===== src/rtl/snes_port_reader_if.sv =====
// snes_port_reader_if
//   Signal bundle between a host and snes_port_reader, including the
//   port-side pins (PORT_*) and the PPU counter capture path.
//
//   Handshake: START is a single-cycle request, accepted only while BUSY=0.
//   BUSY rises the cycle after an accepted START and falls in the same cycle
//   that DONE pulses for one cycle. JOY1/JOY2 are valid from that DONE cycle
//   and hold until the next DONE. START is ignored while BUSY=1.
//
//   master : host side (drives START, port inputs, counters, capture controls)
//   slave  : reader side (drives port strobes, button words, status, captures)
interface snes_port_reader_if;
  logic        START;
  logic [1:0]  PORT_DO;
  logic        PORT_P6;
  logic [8:0]  HCNT;
  logic [8:0]  VCNT;
  logic        P6_EN;
  logic        CLR_LATCHED;
  logic        PORT_LATCH;
  logic        PORT_CLK;
  logic [15:0] JOY1;
  logic [15:0] JOY2;
  logic        BUSY;
  logic        DONE;
  logic [8:0]  OPHCT;
  logic [8:0]  OPVCT;
  logic        LATCHED;
  logic [2:0]  DBG_STATE;

  modport master (
    output START, PORT_DO, PORT_P6, HCNT, VCNT, P6_EN, CLR_LATCHED,
    input  PORT_LATCH, PORT_CLK, JOY1, JOY2, BUSY, DONE,
           OPHCT, OPVCT, LATCHED, DBG_STATE
  );

  modport slave (
    input  START, PORT_DO, PORT_P6, HCNT, VCNT, P6_EN, CLR_LATCHED,
    output PORT_LATCH, PORT_CLK, JOY1, JOY2, BUSY, DONE,
           OPHCT, OPVCT, LATCHED, DBG_STATE
  );
endinterface


===== src/rtl/snes_port_reader.sv =====
// snes_port_reader
//   Reads both SNES controller ports serially: a latch strobe of 2*HALF
//   cycles, a HALF-cycle gap, then 16 clock periods (HALF low, HALF high).
//   Data is sampled on the last cycle of each low phase and shifted in MSB
//   first, so the first bit lands in JOY[15]. Button words update together
//   on DONE. Independently, a falling edge on PORT_P6 (lightgun/IO strobe)
//   captures HCNT/VCNT once until LATCHED is cleared.
//
// Ports
//   CLK    : system clock, rising edge
//   RESET  : synchronous, active-high
//   bus    : snes_port_reader_if.slave (see interface for signal list)
// Parameter
//   HALF   : cycles per half bit-period, legal 4..255
module snes_port_reader #(
  parameter int unsigned HALF = 8
) (
  input logic             CLK,
  input logic             RESET,
  snes_port_reader_if.slave bus
);

  typedef enum logic [2:0] {
    S_IDLE  = 3'd0,
    S_LATCH = 3'd1,
    S_GAP   = 3'd2,
    S_CLKLO = 3'd3,
    S_CLKHI = 3'd4
  } state_t;

  localparam logic [7:0] TICK_LAST = 8'(HALF - 1);

  state_t      state;
  logic [3:0]  bit_cnt;
  logic [7:0]  tick;
  logic [15:0] sh1;
  logic [15:0] sh2;

  logic [1:0]  do_s1;
  logic [1:0]  do_s2;
  logic        p6_s1;
  logic        p6_s2;
  logic        p6_prev;
  logic        p6_fall;
  logic        tick_done;

  assign tick_done     = (tick == TICK_LAST);
  assign p6_fall       = p6_prev & ~p6_s2;
  assign bus.DBG_STATE = state;

  // Transaction FSM. The latch phase is 2*HALF long, which can exceed the
  // 8-bit tick range, so it is timed as two HALF periods with bit_cnt[0]
  // marking the second one.
  always_ff @(posedge CLK) begin
    if (RESET) begin
      state          <= S_IDLE;
      bit_cnt        <= 4'd0;
      tick           <= 8'd0;
      sh1            <= 16'd0;
      sh2            <= 16'd0;
      bus.PORT_LATCH <= 1'b0;
      bus.PORT_CLK   <= 1'b1;
      bus.BUSY       <= 1'b0;
      bus.DONE       <= 1'b0;
      bus.JOY1       <= 16'd0;
      bus.JOY2       <= 16'd0;
    end else begin
      bus.DONE <= 1'b0;
      case (state)
        S_IDLE: begin
          tick    <= 8'd0;
          bit_cnt <= 4'd0;
          if (bus.START) begin
            state          <= S_LATCH;
            bus.BUSY       <= 1'b1;
            bus.PORT_LATCH <= 1'b1;
          end
        end
        S_LATCH: begin
          if (tick_done) begin
            tick <= 8'd0;
            if (bit_cnt[0]) begin
              bit_cnt        <= 4'd0;
              state          <= S_GAP;
              bus.PORT_LATCH <= 1'b0;
            end else begin
              bit_cnt <= 4'd1;
            end
          end else begin
            tick <= tick + 8'd1;
          end
        end
        S_GAP: begin
          if (tick_done) begin
            tick         <= 8'd0;
            bit_cnt      <= 4'd0;
            state        <= S_CLKLO;
            bus.PORT_CLK <= 1'b0;
          end else begin
            tick <= tick + 8'd1;
          end
        end
        S_CLKLO: begin
          if (tick_done) begin
            tick         <= 8'd0;
            // Port data is active-low; store pressed buttons as 1.
            sh1          <= {sh1[14:0], ~do_s2[0]};
            sh2          <= {sh2[14:0], ~do_s2[1]};
            state        <= S_CLKHI;
            bus.PORT_CLK <= 1'b1;
          end else begin
            tick <= tick + 8'd1;
          end
        end
        S_CLKHI: begin
          if (tick_done) begin
            tick <= 8'd0;
            if (bit_cnt == 4'd15) begin
              bit_cnt  <= 4'd0;
              state    <= S_IDLE;
              bus.JOY1 <= sh1;
              bus.JOY2 <= sh2;
              bus.DONE <= 1'b1;
              bus.BUSY <= 1'b0;
            end else begin
              bit_cnt      <= bit_cnt + 4'd1;
              state        <= S_CLKLO;
              bus.PORT_CLK <= 1'b0;
            end
          end else begin
            tick <= tick + 8'd1;
          end
        end
        default: begin
          state          <= S_IDLE;
          tick           <= 8'd0;
          bit_cnt        <= 4'd0;
          bus.PORT_LATCH <= 1'b0;
          bus.PORT_CLK   <= 1'b1;
          bus.BUSY       <= 1'b0;
        end
      endcase
    end
  end

  // Input synchronizers and the P6 counter capture; idle level of every
  // port line is high, so the flops reset to 1 to avoid a false edge.
  always_ff @(posedge CLK) begin
    if (RESET) begin
      do_s1       <= 2'b11;
      do_s2       <= 2'b11;
      p6_s1       <= 1'b1;
      p6_s2       <= 1'b1;
      p6_prev     <= 1'b1;
      bus.OPHCT   <= 9'd0;
      bus.OPVCT   <= 9'd0;
      bus.LATCHED <= 1'b0;
    end else begin
      do_s1   <= bus.PORT_DO;
      do_s2   <= do_s1;
      p6_s1   <= bus.PORT_P6;
      p6_s2   <= p6_s1;
      p6_prev <= p6_s2;
      // A capture takes priority over a simultaneous clear.
      if (p6_fall && bus.P6_EN && !bus.LATCHED) begin
        bus.OPHCT   <= bus.HCNT;
        bus.OPVCT   <= bus.VCNT;
        bus.LATCHED <= 1'b1;
      end else if (bus.CLR_LATCHED) begin
        bus.LATCHED <= 1'b0;
      end
    end
  end

endmodule

===== src/flat_wrapper.sv =====
// flat-port wrapper written by rule: the top's interface ports become plain ports
module snes_port_reader_flat 
#(
  parameter int unsigned HALF = 8
)
  (CLK, RESET, bus_START, bus_PORT_DO, bus_PORT_P6, bus_HCNT, bus_VCNT, bus_P6_EN, bus_CLR_LATCHED, bus_PORT_LATCH, bus_PORT_CLK, bus_JOY1, bus_JOY2, bus_BUSY, bus_DONE, bus_OPHCT, bus_OPVCT, bus_LATCHED, bus_DBG_STATE);
  snes_port_reader_if bus_i ();
  input logic CLK;
  input logic RESET;
  input wire logic [$bits(bus_i.START)-1:0] bus_START;
  input wire logic [$bits(bus_i.PORT_DO)-1:0] bus_PORT_DO;
  input wire logic [$bits(bus_i.PORT_P6)-1:0] bus_PORT_P6;
  input wire logic [$bits(bus_i.HCNT)-1:0] bus_HCNT;
  input wire logic [$bits(bus_i.VCNT)-1:0] bus_VCNT;
  input wire logic [$bits(bus_i.P6_EN)-1:0] bus_P6_EN;
  input wire logic [$bits(bus_i.CLR_LATCHED)-1:0] bus_CLR_LATCHED;
  output wire logic [$bits(bus_i.PORT_LATCH)-1:0] bus_PORT_LATCH;
  output wire logic [$bits(bus_i.PORT_CLK)-1:0] bus_PORT_CLK;
  output wire logic [$bits(bus_i.JOY1)-1:0] bus_JOY1;
  output wire logic [$bits(bus_i.JOY2)-1:0] bus_JOY2;
  output wire logic [$bits(bus_i.BUSY)-1:0] bus_BUSY;
  output wire logic [$bits(bus_i.DONE)-1:0] bus_DONE;
  output wire logic [$bits(bus_i.OPHCT)-1:0] bus_OPHCT;
  output wire logic [$bits(bus_i.OPVCT)-1:0] bus_OPVCT;
  output wire logic [$bits(bus_i.LATCHED)-1:0] bus_LATCHED;
  output wire logic [$bits(bus_i.DBG_STATE)-1:0] bus_DBG_STATE;
  assign bus_i.START = bus_START;
  assign bus_i.PORT_DO = bus_PORT_DO;
  assign bus_i.PORT_P6 = bus_PORT_P6;
  assign bus_i.HCNT = bus_HCNT;
  assign bus_i.VCNT = bus_VCNT;
  assign bus_i.P6_EN = bus_P6_EN;
  assign bus_i.CLR_LATCHED = bus_CLR_LATCHED;
  assign bus_PORT_LATCH = bus_i.PORT_LATCH;
  assign bus_PORT_CLK = bus_i.PORT_CLK;
  assign bus_JOY1 = bus_i.JOY1;
  assign bus_JOY2 = bus_i.JOY2;
  assign bus_BUSY = bus_i.BUSY;
  assign bus_DONE = bus_i.DONE;
  assign bus_OPHCT = bus_i.OPHCT;
  assign bus_OPVCT = bus_i.OPVCT;
  assign bus_LATCHED = bus_i.LATCHED;
  assign bus_DBG_STATE = bus_i.DBG_STATE;
  snes_port_reader #(.HALF(HALF)) u_core (.CLK(CLK), .RESET(RESET), .bus(bus_i));
endmodule

===== config.mk =====
export PLATFORM = sky130hd
export DESIGN_NAME = snes_port_reader_flat
export DESIGN_NICKNAME = d
export VERILOG_FILES = /design/src/rtl/snes_port_reader_if.sv /design/src/rtl/snes_port_reader.sv /design/src/flat_wrapper.sv
export SDC_FILE = /design/constraint.sdc
export NUM_CORES = 1
export LEC_CHECK = 0
export ABC_AREA = 1
export BUFFER_PORTS_ARGS = -buffer_cell sky130_fd_sc_hd__buf_4
export CAP_MARGIN = 20
export CORE_MARGIN = 2
export CORE_UTILIZATION = 50
export DETAILED_ROUTE_END_ITERATION = 12
export PLACE_DENSITY = 0.71
export SLEW_MARGIN = 5
export SYNTH_ARGS = -nofsm -noshare
export SYNTH_HDL_FRONTEND = slang
export SYNTH_SLANG_ARGS = --single-unit

===== constraint.sdc =====
create_clock -name CLK -period 2.15 [get_ports CLK]
set_input_delay 0.215 -clock CLK [delete_from_list [all_inputs] [get_ports CLK]]
set_output_delay 0.215 -clock CLK [all_outputs]
set_load 0.1 [all_outputs]

Word level (Yosys, flattened, before mapping)
Index checks and enable logic that the tools add are counted.
{ "totals": {"register_bits": 109} }
{ "op_classes": {"n_reduce_logical": 18, "n_bitwise": 11, "n_eq_ne": 14, "add_sub_neg": 2, "n_mux": 29} }
{ "op_table": {"columns": ["cell", "count"], "rows": [
  ["$mux W3", 6],
  ["$mux W4", 4],
  ["$pmux W4 S4", 1],
  ["$pmux W3 S5", 1],
  ["$mux W1", 13],
  ["$ne A2 B1 Y1 const B", 6],
  ["$reduce_and A4 Y1", 3],
  ["$reduce_or A3 Y1", 4],
  ["$not A1 Y1", 10],
  ["$add A8 B1 Y8 const B", 1],
  ["$eq A8 B3 Y1 const B", 1],
  ["$eq A3 B2 Y1 const B", 2],
  ["$pmux W1 S3", 2],
  ["$reduce_and A6 Y1", 1],
  ["$reduce_and A5 Y1", 1],
  ["$add A4 B1 Y4 const B", 1],
  ["$eq A4 B4 Y1 const B", 1],
  ["$ne A2 B2 Y1 const B", 2],
  ["$pmux W1 S4", 1],
  ["$reduce_or A4 Y1", 1],
  ["$eq A3 B1 Y1 const B", 1],
  ["$eq A3 B3 Y1 const B", 1],
  ["$logic_not A3 Y1", 1],
  ["$reduce_and A3 Y1", 1],
  ["7 further kinds", 8]
]} }

Longest topological paths before layout
Gate-level depths: netlist of run 1.
{ "depth": {"word_depth": 5, "mapped_depth": 9} }

Worst setup path after synthesis of run 1
Ideal clock, no wire load.
{ "synth_path": {"path_kind": "register -> register", "from": "reg u_core.state[2] (netlist: u_core.bus.DBG_STATE[2])", "to": "reg u_core.bus.JOY1[10]", "t_arrival_ps": 1848, "path_slack_ps": 186, "path_buffers": 1, "t_required_ps": 2033, "stages_incl_launch_ff": 7, "cell_sequence": "dfxtp_1 nand2_4 nor3_4 nand2_2 buf_2 o21ai_0 nor2_1"} }
{ "synth_via": {"elab_chain_cells": 2} }
{ "synth_rtl": {"columns": ["item", "line", "source"], "rows": [
  ["start: declaration", "snes_port_reader.sv:33", "state_t state;"],
  ["start signal: assignment", "snes_port_reader.sv:56", "state <= S_IDLE;"],
  ["start signal: assignment", "snes_port_reader.sv:74", "state <= S_LATCH;"],
  ["start signal: assignment", "snes_port_reader.sv:84", "state <= S_GAP;"],
  ["$eq A3 B3 Y1", "snes_port_reader.sv:69", "case (state)"],
  ["$reduce_and A3 Y1 (no line)", null, null],
  ["end signal: assignment", "snes_port_reader.sv:65", "bus.JOY1 <= 16'd0;"],
  ["end signal: assignment", "snes_port_reader.sv:121", "bus.JOY1 <= sh1;"],
  ["end: declaration", "snes_port_reader_if.sv:39", "output PORT_LATCH, PORT_CLK, JOY1, JOY2, BUSY, DONE,"]
]} }
No other way between the ends.
A chain may end at the register's enable or synchronous reset.

Worst setup path after layout of run 1
{ "layout_path": {"from": "reg u_core.bit_cnt[0]", "to": "reg u_core.bus.JOY2[4]"} }
{ "layout_via": {"elab_chain_cells": 2} }
{ "layout_rtl": {"columns": ["item", "line", "source"], "rows": [
  ["start: declaration", "snes_port_reader.sv:34", "logic [3:0] bit_cnt;"],
  ["start signal: assignment", "snes_port_reader.sv:126", "bit_cnt <= bit_cnt + 4'd1;"],
  ["$eq A4 B4 Y1", "snes_port_reader.sv:118", "if (bit_cnt == 4'd15) begin"],
  ["$reduce_and A3 Y1 (no line)", null, null],
  ["end signal: assignment", "snes_port_reader.sv:66", "bus.JOY2 <= 16'd0;"],
  ["end signal: assignment", "snes_port_reader.sv:122", "bus.JOY2 <= sh2;"],
  ["end: declaration", "snes_port_reader_if.sv:39", null]
]} }
No other way between the ends.

==> results of run 1 <==
[report_power, final]
part	total, mW	internal, mW	switching [mW]
Combinational	0.823	0.222	0.600
Sequential	2.14	2.08	0.0612
Clock	1.20	0.568	0.634
Total	4.17	2.87	1.30
[final cells by class]
type | instances | area [um2]
well taps | 102 | 128
inverters | 21 | 80.1
flip-flops and latches | 109 | 2180
clock inverters | 3 | 46.3
multi-input cells | 355 | 1600
repair buffers | 89 | 693
fillers | 715 | 2890
clock buffers | 12 | 145
[flip-flops by register name, indices dropped and copies added, names as in the netlist]
| register | cells |
|---|---|
| u_core.bus.OPHCT | 9 |
| u_core.bus.JOY1 | 16 |
| u_core.bus.PORT_LATCH | 1 |
| u_core.bus.OPVCT | 9 |
| u_core.do_s2 | 2 |
| u_core.p6_prev | 1 |
| u_core.bit_cnt | 4 |
| u_core.bus.BUSY | 1 |
| u_core.bus.JOY2 | 16 |
| u_core.bus.DONE | 1 |
| u_core.p6_s2 | 1 |
| u_core.bus.PORT_CLK | 1 |
| u_core.tick | 8 |
| u_core.do_s1 | 2 |
| u_core.sh2 | 16 |
| u_core.bus.DBG_STATE | 3 |
| u_core.bus.LATCHED | 1 |
| u_core.sh1 | 16 |
| u_core.p6_s1 | 1 |
[worst max-delay path, stage by stage (launching register included)]
cell and delay, ns:
dfxtp_1 0.35, ha_1 0.22, nand2_1 0.15, nor3_4 0.07, nand2_2 0.24, clkinv_2 0.43
nor2_1 0.25, nor2_1 0.06
[worst paths after layout]
check | startpoint | to | slack [ns] | cells past startpoint
setup reg to reg | u_core.bit_cnt[0] | u_core.bus.JOY2[4] | 0.27 | 7
hold / removal | bus_PORT_DO[0] | u_core.do_s1[0] | 0.04 | 2
hold reg to reg | u_core.do_s2[1] | u_core.sh2[0] | 0.40 | 1
setup / recovery | u_core.bit_cnt[0] | u_core.bus.JOY2[4] | 0.27 | 7
[Yosys cell counts]
library cell,number
a21oi_1,15
and3_1,1
buf_2,6
buf_6,6
clkbuf_1,13
clkinv_1,1
clkinv_2,1
dfxtp_1,109
ha_1,2
inv_1,15
inv_2,4
nand2_1,27
nand2_2,3
nand2_4,1
nand3_1,13
nand3_2,2
nand3b_1,1
nand4_1,3
nor2_1,183
nor2_4,2
nor3_1,5
nor3_4,1
o21ai_0,84
o21ai_1,1
or2_2,7
xnor2_1,2
xor2_1,2
[cells by family (layout without fill, tap and decap cells)]
family | after synthesis | in the layout | share of synthesized area
xor gates and xnor gates | 4 | 4 | 0.00873
and+or+nand+nor | 249 | 249 | 0.260
DFF | 109 | 109 | 0.544
buffers and inverters | 46 | 125 | 0.0564
adders and majority gates | 2 | 2 | 0.00624
AOI/OAI and AO/OA | 100 | 100 | 0.125
[metal layers]
metal	track usage	vias to the layer above	wire, um
met5	0	-	0
met4	0.0700	0	102
met3	0.0500	10	540
met2	0.321	91	3710
met1	0.251	1509	3610
li1	-	1773	-
[layout by cell type (no fill, tap or decap), types with 2 or more instances in the layout]
cell	n
a21oi_1	15
buf_4	87
nand3_1	13
xor2_1	2
nor2_1	183
nand2_1	27
dfxtp_1	109
ha_1	2
nor2_4	2
inv_1	14
nand3_2	2
inv_2	5
nand2_2	3
xnor2_1	2
nand4_1	3
clkbuf_8	10
o21ai_0	84
nor3_1	5
or2_2	7
clkbuf_1	2
buf_12	2
[through the flow]
stage | cells | hold WS, ns
final | 691 | 0.0428
after global routing | 691 | 0.0290
after CTS | 691 | 0.0265
after detailed placement | 676 | 0.389
after global placement | 676 | 0.385
after floorplan | 510 | 0.319
==> results_dict.tcl, run 1 <==
set metrics [dict create \
    outcome "completed" \
    pre_cts_ws_ns 0.272 \
    die_w_um 93.6 \
    relSlewSlack 0.646 \
    ctsHoldBuffers 0 \
    synth_nets 538 \
    ys_ff_latch 109 \
    grtUsageTotal 0.196 \
    fp.coreArea_um2 7770 \
    fin_setup_tns_ns 0 \
    slew_viol_final 0 \
    portBuffers 83 \
    grt_start_max_net_pins 46 \
    path_clk_slew_ns 0.09 \
    postSynthCellCount 510 \
    yosysTopAreaCellShare 0.544 \
    avgSynthCellArea_um2 7.87 \
    antenna_found_initial 0 \
    worst_pin_slew_ns 0.528 \
    drtIter0Drc 162 \
    drive_gt1_frac 0.211 \
    die_h_um 93.6 \
    fin_skew_ns 0.0103 \
    synth_cell_types 27 \
    dp_hpwl_um 5490 \
    cts_sinks 109 \
    drtPass1Iterations 4 \
    overflow 0 \
    final_cell_area_um2 4880 \
    cts_resized 0 \
    required_ns 2.40 \
    netlist_area_um2 4010 \
    fmax_ghz 0.533 \
    postCtsSetupRepairBufs 0 \
    end_kind "flip-flop" \
    drv_cap 0 \
    placed_cell_area_um2 4690 \
    clk_latency_ns 0.36 \
    powerDensity_nw_per_um2 854 \
    row_count 32 \
    ios 84 \
    area_growth_pct 21.6 \
    hold_viol 0 \
    nets 613 \
    drc 0 \
    h-tree-depth 3 \
    diodes 0 \
    ant_nets 0 \
    grt_pass1_vias 3213 \
    cts_buffer_depth 2 \
    grt_pass1_wl_um 13900 \
    setup_viol 0 \
    final.period_utilization 0.873 \
    min-delay-path-class "input pin to flip-flop" \
    clock-root-buffer "clkbuf_8" \
    rsz0062_at_grt "no" \
    numCtsBuffers 9 \
    utilization 0.628 \
    yosysWarnings 0 \
    cts_tree "built" \
    crit_path_start_kind "flip-flop" \
    vias_per_cell 4.90 \
    total_power_mw 4.17 \
    synth_area_leader_cell "dfxtp_1" \
    p_leak_nw 2.09 \
    worst_slack_ns 0.274 \
    fin_crit_ns 1.88 \
    die_area_um2 8760 \
    max-vdd-ir-drop_v 0.000455 \
    criticalPathCategory "flip-flop to flip-flop" \
    crit_fanout 32 \
    dr_total_vias 3383 \
    crit_arrival_ns 2.13 \
    synth_area_leaders "dfxtp_1 (54%), nor2_1 (17%), o21ai_0 (10%), nand2_1 (2.5%), a21oi_1 (1.9%)" \
    routabilityCongestion 0.917 \
    totalWireLength_um 7960 \
    ys_seq_area_frac 0.544 \
    initial_core_util 0.517 \
    wl_per_cell_um 11.5 \
]
No activity file was read; power rests on OpenSTA's default activity.
==> run 2: changes to the inputs <==
--- a/config.mk
+++ b/config.mk
@@ -5,7 +5,6 @@
 export SDC_FILE = /design/constraint.sdc
 export NUM_CORES = 1
 export LEC_CHECK = 0
-export ABC_AREA = 1
 export BUFFER_PORTS_ARGS = -buffer_cell sky130_fd_sc_hd__buf_4
 export CAP_MARGIN = 20
 export CORE_MARGIN = 2
==> constraint.sdc (replaced) <==
create_clock -name CLK -period 2.15 [get_ports CLK]
set_input_delay 0.3225 -clock CLK [delete_from_list [all_inputs] [get_ports CLK]]
set_output_delay 0.3225 -clock CLK [all_outputs]
set_load 0.1 [all_outputs]
==> results_dict.tcl, run 2 <==
set metrics [dict create \
    drc 0 \
    crit_path_start_kind "flip-flop" \
    clk_latency_ns 0.36 \
    synth_edf_count 0 \
    fin_cells 665 \
    die_area_um2 8820 \
    initial_core_util 0.520 \
    powerDensity_nw_per_um2 838 \
    diodes 0 \
    netlist_area_um2 4040 \
    max-vdd-ir-drop_v 0.000774 \
    pre_cts_ws_ns 0.165 \
    clock-root-buffer "clkbuf_8" \
    nets 586 \
    mostFrequentLayoutCells "nand2_1 (166), dfxtp_1 (106), a21oi_1 (92)" \
    end_kind "flip-flop" \
    place_inst 649 \
    postSynthCellCount 490 \
    ys_seq_area_frac 0.540 \
    worst_pin_slew_ns 0.830 \
    grt_pass1_vias 2967 \
    die_h_um 93.9 \
    setup_viol 0 \
    cts_sinks 109 \
    final.period_utilization 0.927 \
    fp.coreArea_um2 7770 \
    drive_gt1_frac 0.224 \
    criticalPathCategory "flip-flop to flip-flop" \
    drtIter0Drc 154 \
    grt_pass1_wl_um 13000 \
    synth_area_leaders "dfxtp_1 (54%), nand2_1 (15%), a21oi_1 (11%), clkbuf_1 (2.2%), nor2_1 (1.5%)" \
    yosysWarnings 0 \
    path_clk_slew_ns 0.10 \
    hold_viol 0 \
    final_common_cell "nand2_1" \
    ant_nets 0 \
    area_growth_pct 22.1 \
    cts_tree "built" \
    routabilityCongestion 0.877 \
    crit_arrival_ns 2.28 \
    drtPass1Iterations 4 \
    ios 84 \
    path_cells "ha_1, nand4bb_2, o22ai_4, o21ai_2, or4_1, a21oi_1" \
    fin_setup_tns_ns 0 \
    outcome "completed" \
    required_ns 2.43 \
    totalWireLength_um 7950 \
    worst_slack_ns 0.156 \
    wl_per_cell_um 12.0 \
    postCtsSetupRepairBufs 0 \
    fin_crit_ns 1.99 \
    drv_cap 0 \
    yosysTopAreaCellShare 0.540 \
    synth_cell_types 40 \
    crit_fanout 5 \
    die_w_um 93.9 \
    antenna_found_initial 0 \
    row_count 32 \
    relSlewSlack 0.444 \
    fin_skew_ns 0.0109 \
    post-synth-top-count-cell "nand2_1" \
    vias_per_cell 5.12 \
    portBuffers 83 \
    dp_hpwl_um 5300 \
    synth_area_leader_cell "dfxtp_1" \
    overflow 0 \
    grtUsageTotal 0.180 \
    avgSynthCellArea_um2 8.25 \
    min-delay-path-class "input pin to flip-flop" \
    cts_buffer_depth 2 \
    grt_start_max_net_pins 56 \
    synth_nets 518 \
    cp_slowest_cell "or4_1" \
    fmax_ghz 0.502 \
    max_stage_delay_ns 0.48 \
    synthArstFlopShare 0 \
    rsz0062_at_grt "no" \
    h-tree-depth 3 \
    ys_ff_latch 109 \
    p_leak_nw 1.83 \
    synth_ff_type "dfxtp_1" \
    numCtsBuffers 9 \
    slew_viol_final 0 \
    yosys-top-cells-count "nand2_1 (166), dfxtp_1 (109), a21oi_1 (92)" \
    dr_total_vias 3405 \
]
run 2: timing repair:
action	CTS	global route
endpoints found under the setup margin	0	2
hold buffers	0	0
resized for setup	0	1
run 2: final timing paths:
path	from	to	slack (ns)	cells after the start
hold / removal	bus_PORT_P6	u_core.p6_s1	0.14	2
setup reg to reg	u_core.tick[0]	u_core.bit_cnt[0]	0.16	6
hold reg to reg	u_core.do_s2[1]	u_core.sh2[0]	0.41	1
setup / recovery	u_core.tick[0]	u_core.bit_cnt[0]	0.16	6
run 2: cells by family after synthesis:
group / synth area share
and+or+nand+nor: 0.239
AOI/OAI and AO/OA: 0.158
DFF: 0.540
buffers and inverters: 0.0440
xor gates and xnor gates: 0.0130
adders and majority gates: 0.00619
run 2: critical path, delay by kind of cell, from the launching register on:
family	cells	cell delay, ns
and+or+nand+nor	2	0.75
AOI/OAI and AO/OA	3	0.57
adders and majority gates	1	0.25
DFF	1	0.36
run 2: final cells by class:
type / instances / area, um2
clock inverter: 6 / 68.8
inverter: 3 / 11.3
timing repair buffer: 91 / 708
sequential: 109 / 2190
tap: 102 / 128
fill: 712 / 2840
clock buffer: 10 / 138
multi-input combinational: 344 / 1690
run 2: report_power, final:
part           switching (mW)  internal [mW]  total, mW  leakage (nW)
clock network           0.687          0.582       1.27         0.109
logic                   0.491          0.204      0.694         0.838
registers              0.0895           2.08       2.17         0.882
run 2: metal layers:
metal  share of wire  global-route usage  vias to the layer above  wire length, um
met5               0                   0                        -                0
met4           0.020              0.0688                        0              158
met3           0.032              0.0321                       14              255
met2            0.47               0.299                       62             3740
met1            0.48               0.234                     1570             3790
li1                -                   -                     1759                -
run 2: through the flow:
| stage | utilization | instance area [um2] | hold WS (ns) | power [mW] |
|---|---|---|---|---|
| finish | 0.635 | 4930 | 0.143 | 4.13 |
| global route | 0.635 | 4930 | 0.128 | 4.31 |
| CTS | 0.634 | 4930 | 0.127 | 4.17 |
| detailed placement | 0.608 | 4720 | 0.394 | 2.91 |
| global placement | 0.608 | 4720 | 0.392 | 2.90 |
| floorplan | - | 4040 | 0.389 | 2.75 |
==> run 3: changes to the inputs <==
--- a/config.mk
+++ b/config.mk
@@ -7,10 +7,12 @@
 export LEC_CHECK = 0
 export BUFFER_PORTS_ARGS = -buffer_cell sky130_fd_sc_hd__buf_4
 export CAP_MARGIN = 20
+export CELL_PAD_IN_SITES_DETAIL_PLACEMENT = 0
+export CELL_PAD_IN_SITES_GLOBAL_PLACEMENT = 1
 export CORE_MARGIN = 2
-export CORE_UTILIZATION = 50
+export CORE_UTILIZATION = 43
 export DETAILED_ROUTE_END_ITERATION = 12
-export PLACE_DENSITY = 0.71
+export PLACE_DENSITY = 0.81
 export SLEW_MARGIN = 5
 export SYNTH_ARGS = -nofsm -noshare
 export SYNTH_HDL_FRONTEND = slang
==> results_dict.tcl, run 3 (synthesized netlist as in run 2, its figures left out) <==
set metrics [dict create \
    outcome "completed" \
    drive_gt1_frac 0.221 \
    final.period_utilization 0.935 \
    ios 84 \
    cp_slowest_cell "or4_1" \
    power_frac_comb 0.176 \
    relSlewSlack 0.438 \
    diodes 0 \
    row_count 35 \
    clk_latency_ns 0.36 \
    crit_path_start_kind "flip-flop" \
    ant_nets 0 \
    fin_cells 672 \
    dp_hpwl_um 5490 \
    drtPass1Iterations 4 \
    drtIter0Drc 132 \
    clock-root-buffer "clkbuf_8" \
    path_cells "ha_1, nand4bb_2, nor2_2, a2111oi_1, or4_1, o31ai_1" \
    intPower_mw 2.70 \
    drv_cap 0 \
    grtUsageTotal 0.163 \
    routabilityCongestion 0.859 \
    cts_tree "built" \
    max-vdd-ir-drop_v 0.000577 \
    powerDensity_nw_per_um2 813 \
    area_growth_pct 21.1 \
    cts_sinks 109 \
    swShare 0.320 \
    mostFrequentLayoutCells "nand2_1 (166), dfxtp_1 (106), a21oi_1 (92)" \
    rsz0062_at_grt "yes" \
    drc 0 \
    fmax_ghz 0.498 \
    worst_slack_ns 0.141 \
    grt_pass1_wl_um 13600 \
    end_kind "flip-flop" \
    dr_total_vias 3325 \
    critical_path.top_delay_family "simple AND/OR/NAND/NOR gates" \
    p_clk_frac 0.279 \
    final_common_cell "nand2_1" \
    p_sw_mw 1.27 \
    hold_viol 0 \
    wl_met3_um 288 \
    die_w_um 101 \
    total_power_mw 3.98 \
    die_h_um 101 \
    setup_viol 0 \
    nets 585 \
    ctsHoldBuffers 0 \
    cp.buffers_inverters 0 \
    die_area_um2 10200 \
    totalWireLength_um 8480 \
    slew_viol_final 0 \
    fin_crit_ns 2.01 \
    vias_per_cell 4.95 \
    overflow 0 \
    cts_buffer_depth 2 \
    initial_core_util 0.439 \
    min-delay-path-class "input pin to flip-flop" \
    crit_arrival_ns 2.27 \
    path_clk_slew_ns 0.10 \
    p_leak_nw 1.80 \
    p_seq_frac 0.545 \
    maxUsedRoutingLayer "met4" \
    required_ns 2.41 \
    place_inst 657 \
    wl_met2_um 4060 \
    utilization 0.532 \
    numCtsBuffers 9 \
    antenna_found_initial 0 \
    criticalPathCategory "flip-flop to flip-flop" \
    pre_cts_ws_ns 0.165 \
    h-tree-depth 3 \
    max_stage_delay_ns 0.49 \
    portBuffers 83 \
    grt_pass1_vias 2983 \
    wl_per_cell_um 12.6 \
    postCtsSetupRepairBufs 0 \
    crit_fanout 8 \
    fp.coreArea_um2 9200 \
    fin_skew_ns 0.0147 \
    wl_met1_um 4010 \
    worst_pin_slew_ns 0.838 \
    grt_start_max_net_pins 76 \
]
[run 3: path summary, 6_finish.rpt]
path | slack (ns) | start | depth (start not counted) | to
worst max register to register | 0.14 | u_core.tick[0] | 6 | u_core.bus.DBG_STATE[1]
worst min-delay path | 0.14 | bus_PORT_P6 | 2 | u_core.p6_s1
worst min register to register | 0.41 | u_core.do_s2[1] | 1 | u_core.sh2[0]
worst max-delay path | 0.14 | u_core.tick[0] | 6 | u_core.bus.DBG_STATE[1]
[run 3: timing repair]
item,CTS,global route
gates resized for setup,0,0
hold endpoints to repair,0,0
setup endpoints to repair,0,1
[run 3: stage by stage]
stage          hold slack [ns]  TNS, ns  area, um2
3_3_place_gp             0.391        0       4720
5_1_grt                  0.131  -0.0112       4890
6_report                 0.138        0       4890
2_1_floorplan            0.389        0       4040
3_5_place_dp             0.396        0       4720
4_1_cts                  0.124        0       4890
[run 3: power groups by stage]
stage	Combinational [mW]	Sequential (mW)	Clock, mW
global route	0.745	2.18	1.23
global placement	0.692	2.21	0
detailed placement	0.698	2.22	0
CTS	0.701	2.17	1.16
finish	0.699	2.17	1.11
floorplan	0.345	2.41	0
[run 3: worst reg2reg max path: cells and delay by family, from the launching register on]
family	cells	cell delay, ns
adder cells (fa/ha/maj)	1	0.24
AND/OR/NAND/NOR	3	1.06
AO/OA/AOI/OAI	2	0.25
flip-flops	1	0.36
[run 3: layout make-up]
class | instances | area [um2]
Fill cell | 907 | 4300
Sequential cell | 109 | 2190
Multi-Input combinational cell | 344 | 1690
Timing Repair Buffer | 90 | 701
Tap cell | 111 | 139
Clock buffer | 9 | 124
Clock inverter | 6 | 46.3
Inverter | 3 | 11.3
[run 3: routing by layer]
layer | GRT usage | vias up
li1 | - | 1754
met1 | 0.209 | 1502
met2 | 0.279 | 59
met3 | 0.0243 | 10
met4 | 0.0624 | 0
met5 | 0 | -
